### config.mk
export PLATFORM = sky130hd
export DESIGN_NAME = ins_l2_refill_engine
export DESIGN_NICKNAME = d
export VERILOG_FILES = /design/src/rtl/ins_l2_refill_engine_pkg.sv /design/src/rtl/ins_l2_refill_engine_beat_fifo.sv /design/src/rtl/ins_l2_refill_engine.sv
export SDC_FILE = /design/constraint.sdc
export NUM_CORES = 1
export LEC_CHECK = 0
export ABC_CLOCK_PERIOD_IN_PS = 13300
export CAP_MARGIN = 0
export CORE_MARGIN = 2
export CORE_UTILIZATION = 33
export CTS_BUF_LIST = sky130_fd_sc_hd__clkbuf_8
export DETAILED_ROUTE_END_ITERATION = 6
export GPL_ROUTABILITY_DRIVEN = 0
export PLACE_DENSITY_LB_ADDON = 0.08
export SYNTH_ARGS = -nofsm -noshare
export SYNTH_HDL_FRONTEND = slang
export SYNTH_SLANG_ARGS = --single-unit
### constraint.sdc
create_clock -name CLK -period 13.3 [get_ports CLK]
set_input_delay 1.995 -clock CLK [delete_from_list [all_inputs] [get_ports CLK]]
set_output_delay 1.995 -clock CLK [all_outputs]
set_load 0.05 [all_outputs]
### src/rtl/ins_l2_refill_engine_pkg.sv
// Shared definitions for the instruction-side L2 refill engine:
// FSM encoding, default bus geometry and the word-in-beat field width.
package ins_l2_refill_engine_pkg;

  typedef enum logic [1:0] {
    ST_IDLE  = 2'd0,
    ST_ISSUE = 2'd1,
    ST_DRAIN = 2'd2
  } refill_state_t;

  localparam int unsigned L2_BUS_WIDTH_DEF    = 128;
  localparam int unsigned BEATS_PER_BLOCK_DEF = 4;
  localparam int unsigned WORD_BITS           = 2;

endpackage

### src/rtl/ins_l2_refill_engine_beat_fifo.sv
// Flop-based beat FIFO; head is presented as soon as occupancy is non-zero
// and the data output is forced to zero while empty.
module beat_fifo
  import ins_l2_refill_engine_pkg::*;
#(
  parameter int unsigned WIDTH = L2_BUS_WIDTH_DEF,
  parameter int unsigned DEPTH = BEATS_PER_BLOCK_DEF
) (
  input  logic             i_clk,
  input  logic             i_rst,
  input  logic             i_push,
  input  logic [WIDTH-1:0] i_data,
  input  logic             i_pop,
  output logic             o_valid,
  output logic [WIDTH-1:0] o_data
);

  localparam int unsigned PW = $clog2(DEPTH);
  localparam int unsigned CW = $clog2(DEPTH + 1);
  localparam logic [PW-1:0] PTR_ONE = PW'(1);
  localparam logic [CW-1:0] CNT_ONE = CW'(1);
  localparam logic [CW-1:0] CNT_FULL = CW'(DEPTH);

  logic [WIDTH-1:0] r_mem [DEPTH];
  logic [PW-1:0]    r_wr_ptr;
  logic [PW-1:0]    r_rd_ptr;
  logic [CW-1:0]    r_count;
  logic             w_do_push;
  logic             w_do_pop;

  assign w_do_pop  = i_pop & (r_count != '0);
  // A pop in the same cycle frees the slot, so push at full is still legal.
  assign w_do_push = i_push & ((r_count != CNT_FULL) | w_do_pop);
  assign o_valid   = (r_count != '0);
  assign o_data    = o_valid ? r_mem[r_rd_ptr] : '0;

  // Storage write port; contents need no reset.
  always_ff @(posedge i_clk) begin
    if (w_do_push) begin
      r_mem[r_wr_ptr] <= i_data;
    end
  end

  // Pointers and occupancy.
  always_ff @(posedge i_clk or posedge i_rst) begin
    if (i_rst) begin
      r_wr_ptr <= '0;
      r_rd_ptr <= '0;
      r_count  <= '0;
    end else begin
      if (w_do_push) begin
        r_wr_ptr <= r_wr_ptr + PTR_ONE;
      end
      if (w_do_pop) begin
        r_rd_ptr <= r_rd_ptr + PTR_ONE;
      end
      case ({w_do_push, w_do_pop})
        2'b10:   r_count <= r_count + CNT_ONE;
        2'b01:   r_count <= r_count - CNT_ONE;
        default: r_count <= r_count;
      endcase
    end
  end

endmodule

### src/rtl/ins_l2_refill_engine.sv
// Instruction-cache line refill engine: accepts one miss at a time, issues
// the line's beats critical-first to memory and streams returns through a FIFO.
module ins_l2_refill_engine
  import ins_l2_refill_engine_pkg::*;
#(
  parameter int unsigned ADDRESS_WIDTH   = 32,
  parameter int unsigned L2_BUS_WIDTH    = L2_BUS_WIDTH_DEF,
  parameter int unsigned BEATS_PER_BLOCK = BEATS_PER_BLOCK_DEF
) (
  input  logic                     CLK,
  input  logic                     RST,
  input  logic                     ADDRESS_TO_L2_VALID_INS,
  output logic                     ADDRESS_TO_L2_READY_INS,
  input  logic [ADDRESS_WIDTH-3:0] ADDRESS_TO_L2_INS,
  output logic                     DATA_FROM_L2_VALID_INS,
  input  logic                     DATA_FROM_L2_READY_INS,
  output logic [L2_BUS_WIDTH-1:0]  DATA_FROM_L2_INS,
  output logic                     MEM_READ_VALID,
  input  logic                     MEM_READ_READY,
  output logic [ADDRESS_WIDTH-3:0] MEM_READ_ADDRESS,
  input  logic                     MEM_DATA_VALID,
  input  logic [L2_BUS_WIDTH-1:0]  MEM_DATA
);

  localparam int unsigned WAW    = ADDRESS_WIDTH - 2;
  localparam int unsigned BB     = $clog2(BEATS_PER_BLOCK);
  localparam int unsigned BASE_W = WAW - WORD_BITS - BB;
  localparam logic [BB-1:0] LAST_BEAT = BB'(BEATS_PER_BLOCK - 1);
  localparam logic [BB-1:0] ONE_BEAT  = BB'(1);

  refill_state_t     r_state;
  refill_state_t     w_next_state;
  logic [BASE_W-1:0] r_base;
  logic [BB-1:0]     r_crit;
  logic [BB-1:0]     r_issue_cnt;
  logic [BB-1:0]     r_pop_cnt;
  logic [BB-1:0]     w_beat;
  logic              w_req_hs;
  logic              w_mem_hs;
  logic              w_push;
  logic              w_pop;
  logic              w_fifo_valid;
  logic              w_unused;

  assign ADDRESS_TO_L2_READY_INS = (r_state == ST_IDLE);
  assign MEM_READ_VALID          = (r_state == ST_ISSUE);
  assign w_req_hs = ADDRESS_TO_L2_VALID_INS & ADDRESS_TO_L2_READY_INS;
  assign w_mem_hs = MEM_READ_VALID & MEM_READ_READY;
  // Returns for an aborted line may still trickle in after reset; drop them in IDLE.
  assign w_push   = MEM_DATA_VALID & (r_state != ST_IDLE);
  assign w_pop    = DATA_FROM_L2_READY_INS & w_fifo_valid;
  assign w_beat   = r_crit + r_issue_cnt;
  assign MEM_READ_ADDRESS = MEM_READ_VALID ? {r_base, w_beat, {WORD_BITS{1'b0}}} : '0;
  assign DATA_FROM_L2_VALID_INS = w_fifo_valid;
  assign w_unused = &{1'b0, ADDRESS_TO_L2_INS[WORD_BITS-1:0]};

  // State register.
  always_ff @(posedge CLK or posedge RST) begin
    if (RST) begin
      r_state <= ST_IDLE;
    end else begin
      r_state <= w_next_state;
    end
  end

  // Next-state decode.
  always_comb begin
    w_next_state = r_state;
    case (r_state)
      ST_IDLE: begin
        if (w_req_hs) begin
          w_next_state = ST_ISSUE;
        end else begin
          w_next_state = ST_IDLE;
        end
      end
      ST_ISSUE: begin
        if (w_mem_hs && (r_issue_cnt == LAST_BEAT)) begin
          w_next_state = ST_DRAIN;
        end else begin
          w_next_state = ST_ISSUE;
        end
      end
      ST_DRAIN: begin
        if (w_pop && (r_pop_cnt == LAST_BEAT)) begin
          w_next_state = ST_IDLE;
        end else begin
          w_next_state = ST_DRAIN;
        end
      end
      default: w_next_state = ST_IDLE;
    endcase
  end

  // Line address capture and beat counters; counters wrap modulo the line size.
  always_ff @(posedge CLK or posedge RST) begin
    if (RST) begin
      r_base      <= '0;
      r_crit      <= '0;
      r_issue_cnt <= '0;
      r_pop_cnt   <= '0;
    end else if (w_req_hs) begin
      r_base      <= ADDRESS_TO_L2_INS[WAW-1 -: BASE_W];
      r_crit      <= ADDRESS_TO_L2_INS[WORD_BITS +: BB];
      r_issue_cnt <= '0;
      r_pop_cnt   <= '0;
    end else begin
      if (w_mem_hs) begin
        r_issue_cnt <= r_issue_cnt + ONE_BEAT;
      end
      if (w_pop) begin
        r_pop_cnt <= r_pop_cnt + ONE_BEAT;
      end
    end
  end

  beat_fifo #(
    .WIDTH (L2_BUS_WIDTH),
    .DEPTH (BEATS_PER_BLOCK)
  ) u_beat_fifo (
    .i_clk   (CLK),
    .i_rst   (RST),
    .i_push  (w_push),
    .i_data  (MEM_DATA),
    .i_pop   (w_pop),
    .o_valid (w_fifo_valid),
    .o_data  (DATA_FROM_L2_INS)
  );

endmodule

======== After elaboration in Yosys (flattened, before gate mapping) ========
Memory sizes are Yosys's and may differ from the RTL's.
Index checks and enable logic that the tools add are counted.
storage, ports and cells
  memory bits (writable) .................. 512
  input bits .............................. 164
  word-level logic and storage cells ...... 51
  memory bits (read-only) ................. 0
  bits in registers ....................... 41
  bits in latches ......................... 0
  memories kept ........................... 1
  output and inout bits ................... 161
memories
  name               depth  bits a word  read ports  clocked after memory_dff  write ports  line                                  RTL
  u_beat_fifo.r_mem  4      128          1           0                         1            ins_l2_refill_engine_beat_fifo.sv:24  logic [WIDTH-1:0] r_mem [DEPTH];
cells by class
  shift operators ......................... 0
  eq/ne operators ......................... 7
  div/mod/pow operators ................... 0
  add/sub/neg operators ................... 7
  $lt $le $gt $ge ......................... 0
  multiply operators ...................... 0
  muxes and demuxes ....................... 13
  bitwise operators ....................... 7
  reduce and logical (&&, ||, !) cells .... 8
operators by type and width
  cell                                                                    count
  128-bit two-way mux                                                     1
  30-bit two-way mux                                                      1
  2-bit two-way mux                                                       6
  2-bit by 1-bit adder with 2-bit output (second input constant)          4
  2-bit equality test (second input constant)                             4
  2-bit nonzero test                                                      4
  1-bit AND                                                               6
  2-bit one-hot mux with 3 select lines                                   1
  3-bit one-hot mux with 2 select lines                                   1
  2-bit by 1-bit equality test with 1-bit output (second input constant)  2
  3-bit by 1-bit adder with 3-bit output (second input constant)          1
  1-bit two-way mux                                                       3
  3-bit != test (second input constant)                                   1
  3-bit nonzero test                                                      1
  3-bit by 1-bit subtractor with 3-bit output (second input constant)     1
  2-bit adder                                                             1
  1-bit logical AND                                                       2
  2-bit zero test                                                         1
  1-bit bitwise OR                                                        1

======== Depth between registers and ports, before layout ========
  word-level depth ........................ 7
  gate-level depth with buffers ........... 9
  depth with buffers taken out ............ 9

======== Modules after synthesis ========
A second synthesis with hierarchy kept.
second synthesis, totals
  cells, all modules ...................... 997
  area, all modules ....................... 21538.2 um2
by module, submodules not included
  module                instances  area each (um2)  cells an instance  sequential area each (um2)
  beat_fifo             1          19810.2          866                15549.9
  ins_l2_refill_engine  1          1727.9           131                850.8

======== Least setup slack after synthesis ========
No wires, ideal clock.
  kind .................................... input port to flip-flop
  from .................................... in DATA_FROM_L2_READY_INS
  to ...................................... mem u_beat_fifo.r_mem[0][0] (netlist name) (enable)
  stages .................................. 3
  required time ........................... 12.798 ns
  path slack .............................. 7.264 ns
  arrival time ............................ 5.533 ns
  library setup time ...................... 0.502 ns
  buffers on the path ..................... 0
  cells stage by stage .................... nor4b_1 -> nor3b_1 -> and2_1
between the ends
  word-level cells in the longest chain between the ends .. 6
ends and longest elaborated chain
  element                                  line                                  RTL
  from (decl)                              ins_l2_refill_engine.sv:16            input logic DATA_FROM_L2_READY_INS,
  1-bit AND                                ins_l2_refill_engine.sv:51            assign w_pop = DATA_FROM_L2_READY_INS & w_fifo_valid;
  1-bit AND                                ins_l2_refill_engine_beat_fifo.sv:31  assign w_do_pop = i_pop & (r_count != '0);
  1-bit bitwise OR                         ins_l2_refill_engine_beat_fifo.sv:33  assign w_do_push = i_push & ((r_count != CNT_FULL) | w_do_pop);
  1-bit AND                                ins_l2_refill_engine_beat_fifo.sv:33
  1-bit two-way mux                        ins_l2_refill_engine_beat_fifo.sv:39  if (w_do_push) begin
  1-bit two-way mux (implied by the code)  ins_l2_refill_engine_beat_fifo.sv:40  r_mem[r_wr_ptr] <= i_data;
  to (decl)                                ins_l2_refill_engine_beat_fifo.sv:24
Every way passes these cells.

======== Worst setup path after layout ========
  from .................................... reg u_beat_fifo.r_rd_ptr[0]
  to ...................................... out DATA_FROM_L2_INS[66]
between the ends
  word-level cells in the longest chain between the ends .. 2
ends and longest elaborated chain
  element                 line                                  RTL
  from (decl)             ins_l2_refill_engine_beat_fifo.sv:26  logic [PW-1:0] r_rd_ptr;
  from (signal assigned)  ins_l2_refill_engine_beat_fifo.sv:55  r_rd_ptr <= r_rd_ptr + PTR_ONE;
  memory 4 x 128 bit      -
  128-bit two-way mux     ins_l2_refill_engine_beat_fifo.sv:35  assign o_data = o_valid ? r_mem[r_rd_ptr] : '0;
  to (decl)               ins_l2_refill_engine.sv:17            output logic [L2_BUS_WIDTH-1:0] DATA_FROM_L2_INS,
Every way passes these cells.

==> impl_metrics.csv <==
group,metric,value,unit
run_status,status,"finished, final reports clean",
cells_and_area,multiInputGateArea,4570,um^2
route,drt_iter0_markers,558,
cells_and_area,seq_area,16400,um^2
sta,hold_viol,0,
route,wl_per_cell,20.9,um
worst_setup_path,r2r_slack,10080,ps
clocking,clkTransAtPathRegs,60,ps
logic_synthesis,ys_warn_count,0,
worst_setup_path,r2r_start,"u_beat_fifo.r_count[2]$_DFFE_PP0P_",
power_and_ir_drop,power.leakage,8.96,nW
floorplan,dieArea,66600,um^2
clocking,htree_levels,3,
worst_setup_path,worstPathArrival,4330,ps
worst_setup_path,path_class,"reg -> out",
worst_setup_path,endpoint_kind,"output pin",
global_routing,grt_max_degree,77,
logic_synthesis,ys_seq_area_frac,0.770,
logic_synthesis,syn_area,21300,um^2
placement,io_buffers,320,
floorplan,rows,93,
sta,worstMarginPinSlew,1030,ps
logic_synthesis,postSynthCellCount,975,
power_and_ir_drop,power.density,266,nW/um^2
floorplan,start_util,0.332,
sta,finalCriticalPeriod,6320,ps
cells_and_area,drive_gt1_frac,0.210,
clocking,cts_resized,0,
placement,placed_cell_area,25400,um^2
sta,max-slew-margin-rel,0.315,
logic_synthesis,ys_types,31,
floorplan,ios,325,
logic_synthesis,syn_area_per_cell,21.9,um^2
sta,maxSlewViolCount,0,
sta,setup_tns,0,ps
worst_setup_path,startpoint,"u_beat_fifo.r_rd_ptr[0]$_DFFE_PP0P_",
sta,whs,495,ps
sta,setup_viol,0,
route,viasPerCell,4.59,
cells_and_area,layoutNonFillerInstCount,2285,
sta,skew,22.4,ps
clocking,clk_latency,680,ps
sta,rsz0062_at_grt,"false",
cells_and_area,final_cell_area,27100,um^2
logic_synthesis,synth-seq-cells,553,
worst_setup_path,start_kind,"flop",
placement,hpwlAfterDp,26.3,mm
route,num_vias,10497,
cells_and_area,fillerInstances,5727,
clocking,cts_sinks,553,
floorplan,dieWidth,258,um
clocking,numCtsBuffers,96,
power_and_ir_drop,vdd_drop_max,144,uV
worst_setup_path,worstSetupEndpoint,"DATA_FROM_L2_INS[66]",
global_routing,grt_antenna_before_repair,5,
clocking,cts_buffer_depth,3,
floorplan,fp.dieH,258,um
worst_setup_path,cp.required,11310,ps
placement,placed_cells,2114,
hold_path,hp-class,"reg -> reg",
sta,fin_crit_sh,0.475,
route,drtAntennaViolNets,0,
worst_setup_path,reg2regPathDepth,4,
global_routing,overflow,0,
global_routing,grt_pass1_vias,11534,
route,drt-total-wl,47.8,mm
floorplan,core_area,64100,um^2
clocking,cts_hold_buf,0,
route,dr.pass1.iters,7,
cells_and_area,nNetsFinal,1530,
worst_setup_path,reg2reg_to,"u_beat_fifo.r_mem[0][61]$_DFFE_PP_",
cells_and_area,area_growth,27.3,%
route,drc_errors,0,
clocking,post-cts-setup-buffer-count,0,
worst_setup_path,path_max_fanout,38,
clocking,cts_root_buf,"clkbuf_8",
sta,fmax,0.158,GHz
job,cap_violations,0,
clocking,cts_tree,"built",
global_routing,grt_first_pass_wirelength,72.0,mm
global_routing,track_usage,0.144,
==> state kept, by name, indices dropped and copies added, names as in the netlist <==
| register | cells |
|---|---|
| r_pop_cnt | 2 |
| u_beat_fifo.r_rd_ptr | 2 |
| r_crit | 2 |
| u_beat_fifo.r_mem | 512 |
| r_base | 26 |
| r_state | 2 |
| u_beat_fifo.r_count | 3 |
| r_issue_cnt | 2 |
| u_beat_fifo.r_wr_ptr | 2 |
==> kinds of logic (layout without fill, tap and decap cells) <==
| logic type | count (synthesis) | count (layout) | share of synthesized area |
|---|---|---|---|
| compound gates | 6 | 6 | 0.00188 |
| xor+xnor | 10 | 10 | 0.00411 |
| fa+ha+maj | 9 | 9 | 0.00564 |
| buf+inv | 62 | 515 | 0.0164 |
| flops | 553 | 553 | 0.770 |
| mux | 158 | 158 | 0.151 |
| other cells | 1 | 3 | 0.000176 |
| simple gates | 176 | 176 | 0.0510 |
==> synth_stat cells (all sizes together) <==
library cell,count,area [um^2]
nor2,5,18.8
buf,34,244
and2,161,1010
nand2,2,7.51
a21oi,2,10.0
a31oi,1,6.26
inv,9,33.8
nand3,3,15.0
nand3b,1,7.51
ha,8,100
a22o,1,8.76
xor2,5,43.8
mux4,128,2880
fa,1,20.0
nand2b,1,6.26
conb,1,3.75
xnor2,5,43.8
dfrtp,41,1030
o21bai,1,7.51
mux2,29,327
o31ai,1,7.51
nor3b,1,7.51
clkbuf,19,71.3
mux2i,1,10.0
nor4b,1,8.76
or3,1,6.26
edfxtp,512,15400
==> placed cells by master (no fill, tap or decap), drive strengths merged, types with 2 or more instances in the layout <==
master	Yosys	layout
inv	9	34
conb	1	2
clkdlybuf4s50	0	320
and2	161	161
xnor2	5	5
nand3	3	3
nand2	2	2
nor2	5	5
clkinvlp	0	2
a21oi	2	2
mux2	29	29
dfrtp	41	41
ha	8	8
clkbuf	19	97
xor2	5	5
edfxtp	512	512
buf	34	16
clkinv	0	45
mux4	128	128
==> cell type report <==
| type | count | area share |
|---|---|---|
| antenna | 1 | 0.0000923 |
| clock buffer | 97 | 0.0492 |
| clock inverter | 73 | 0.0137 |
| tap | 855 | 0.0394 |
| multi-input combinational | 361 | 0.169 |
| inverter | 9 | 0.00125 |
| timing repair buffer | 336 | 0.123 |
| sequential | 553 | 0.605 |
==> power breakdown <==
part	internal [mW]	total, mW	switching (mW)	leakage (nW)
clock	0.703	1.40	0.693	0.959
sequential	2.27	2.38	0.108	5.15
combinational	1.27	3.42	2.16	2.85
==> critical path, cell delays in order (launching register included) <==
cell and delay [ps]:
dfrtp_4 670, buf_4 640, buf_4 770, mux4_2 590, and2_1 170, clkdlybuf4s50_1 740
==> worst min-delay path by stage <==
stage                                         endpoint                                from  slack, ps  cells past startpoint
floorplan           u_beat_fifo.r_count[2]$_DFFE_PP0P_  u_beat_fifo.r_count[2]$_DFFE_PP0P_        470                      1
global placement                r_base[19]$_DFFE_PP0P_              r_base[19]$_DFFE_PP0P_        480                      1
detailed placement              r_base[18]$_DFFE_PP0P_              r_base[18]$_DFFE_PP0P_        490                      1
CTS                             r_base[16]$_DFFE_PP0P_              r_base[16]$_DFFE_PP0P_        500                      1
global route                     r_base[2]$_DFFE_PP0P_               r_base[2]$_DFFE_PP0P_        510                      1
finish                          r_base[16]$_DFFE_PP0P_              r_base[16]$_DFFE_PP0P_        490                      1
==> per-layer routing <==
metal | up-vias | GRT usage | routed length [um]
li1 | 4685 | - | -
met2 | 278 | 0.235 | 23300
met5 | - | 0 | 68
met4 | 10 | 0.0490 | 981
met1 | 5442 | 0.180 | 19800
met3 | 82 | 0.0507 | 3660
==> stage by stage <==
stage                     power, mW  setup slack, ps  utilization
after floorplan                4.80             7260            -
after global placement         5.92             7460        0.396
after detailed placement       5.92             7480        0.396
after CTS                      7.36             6710        0.423
after global routing           7.58             6560        0.423
final                          7.20             6980        0.423
Power figures use the tool's default switching activity.
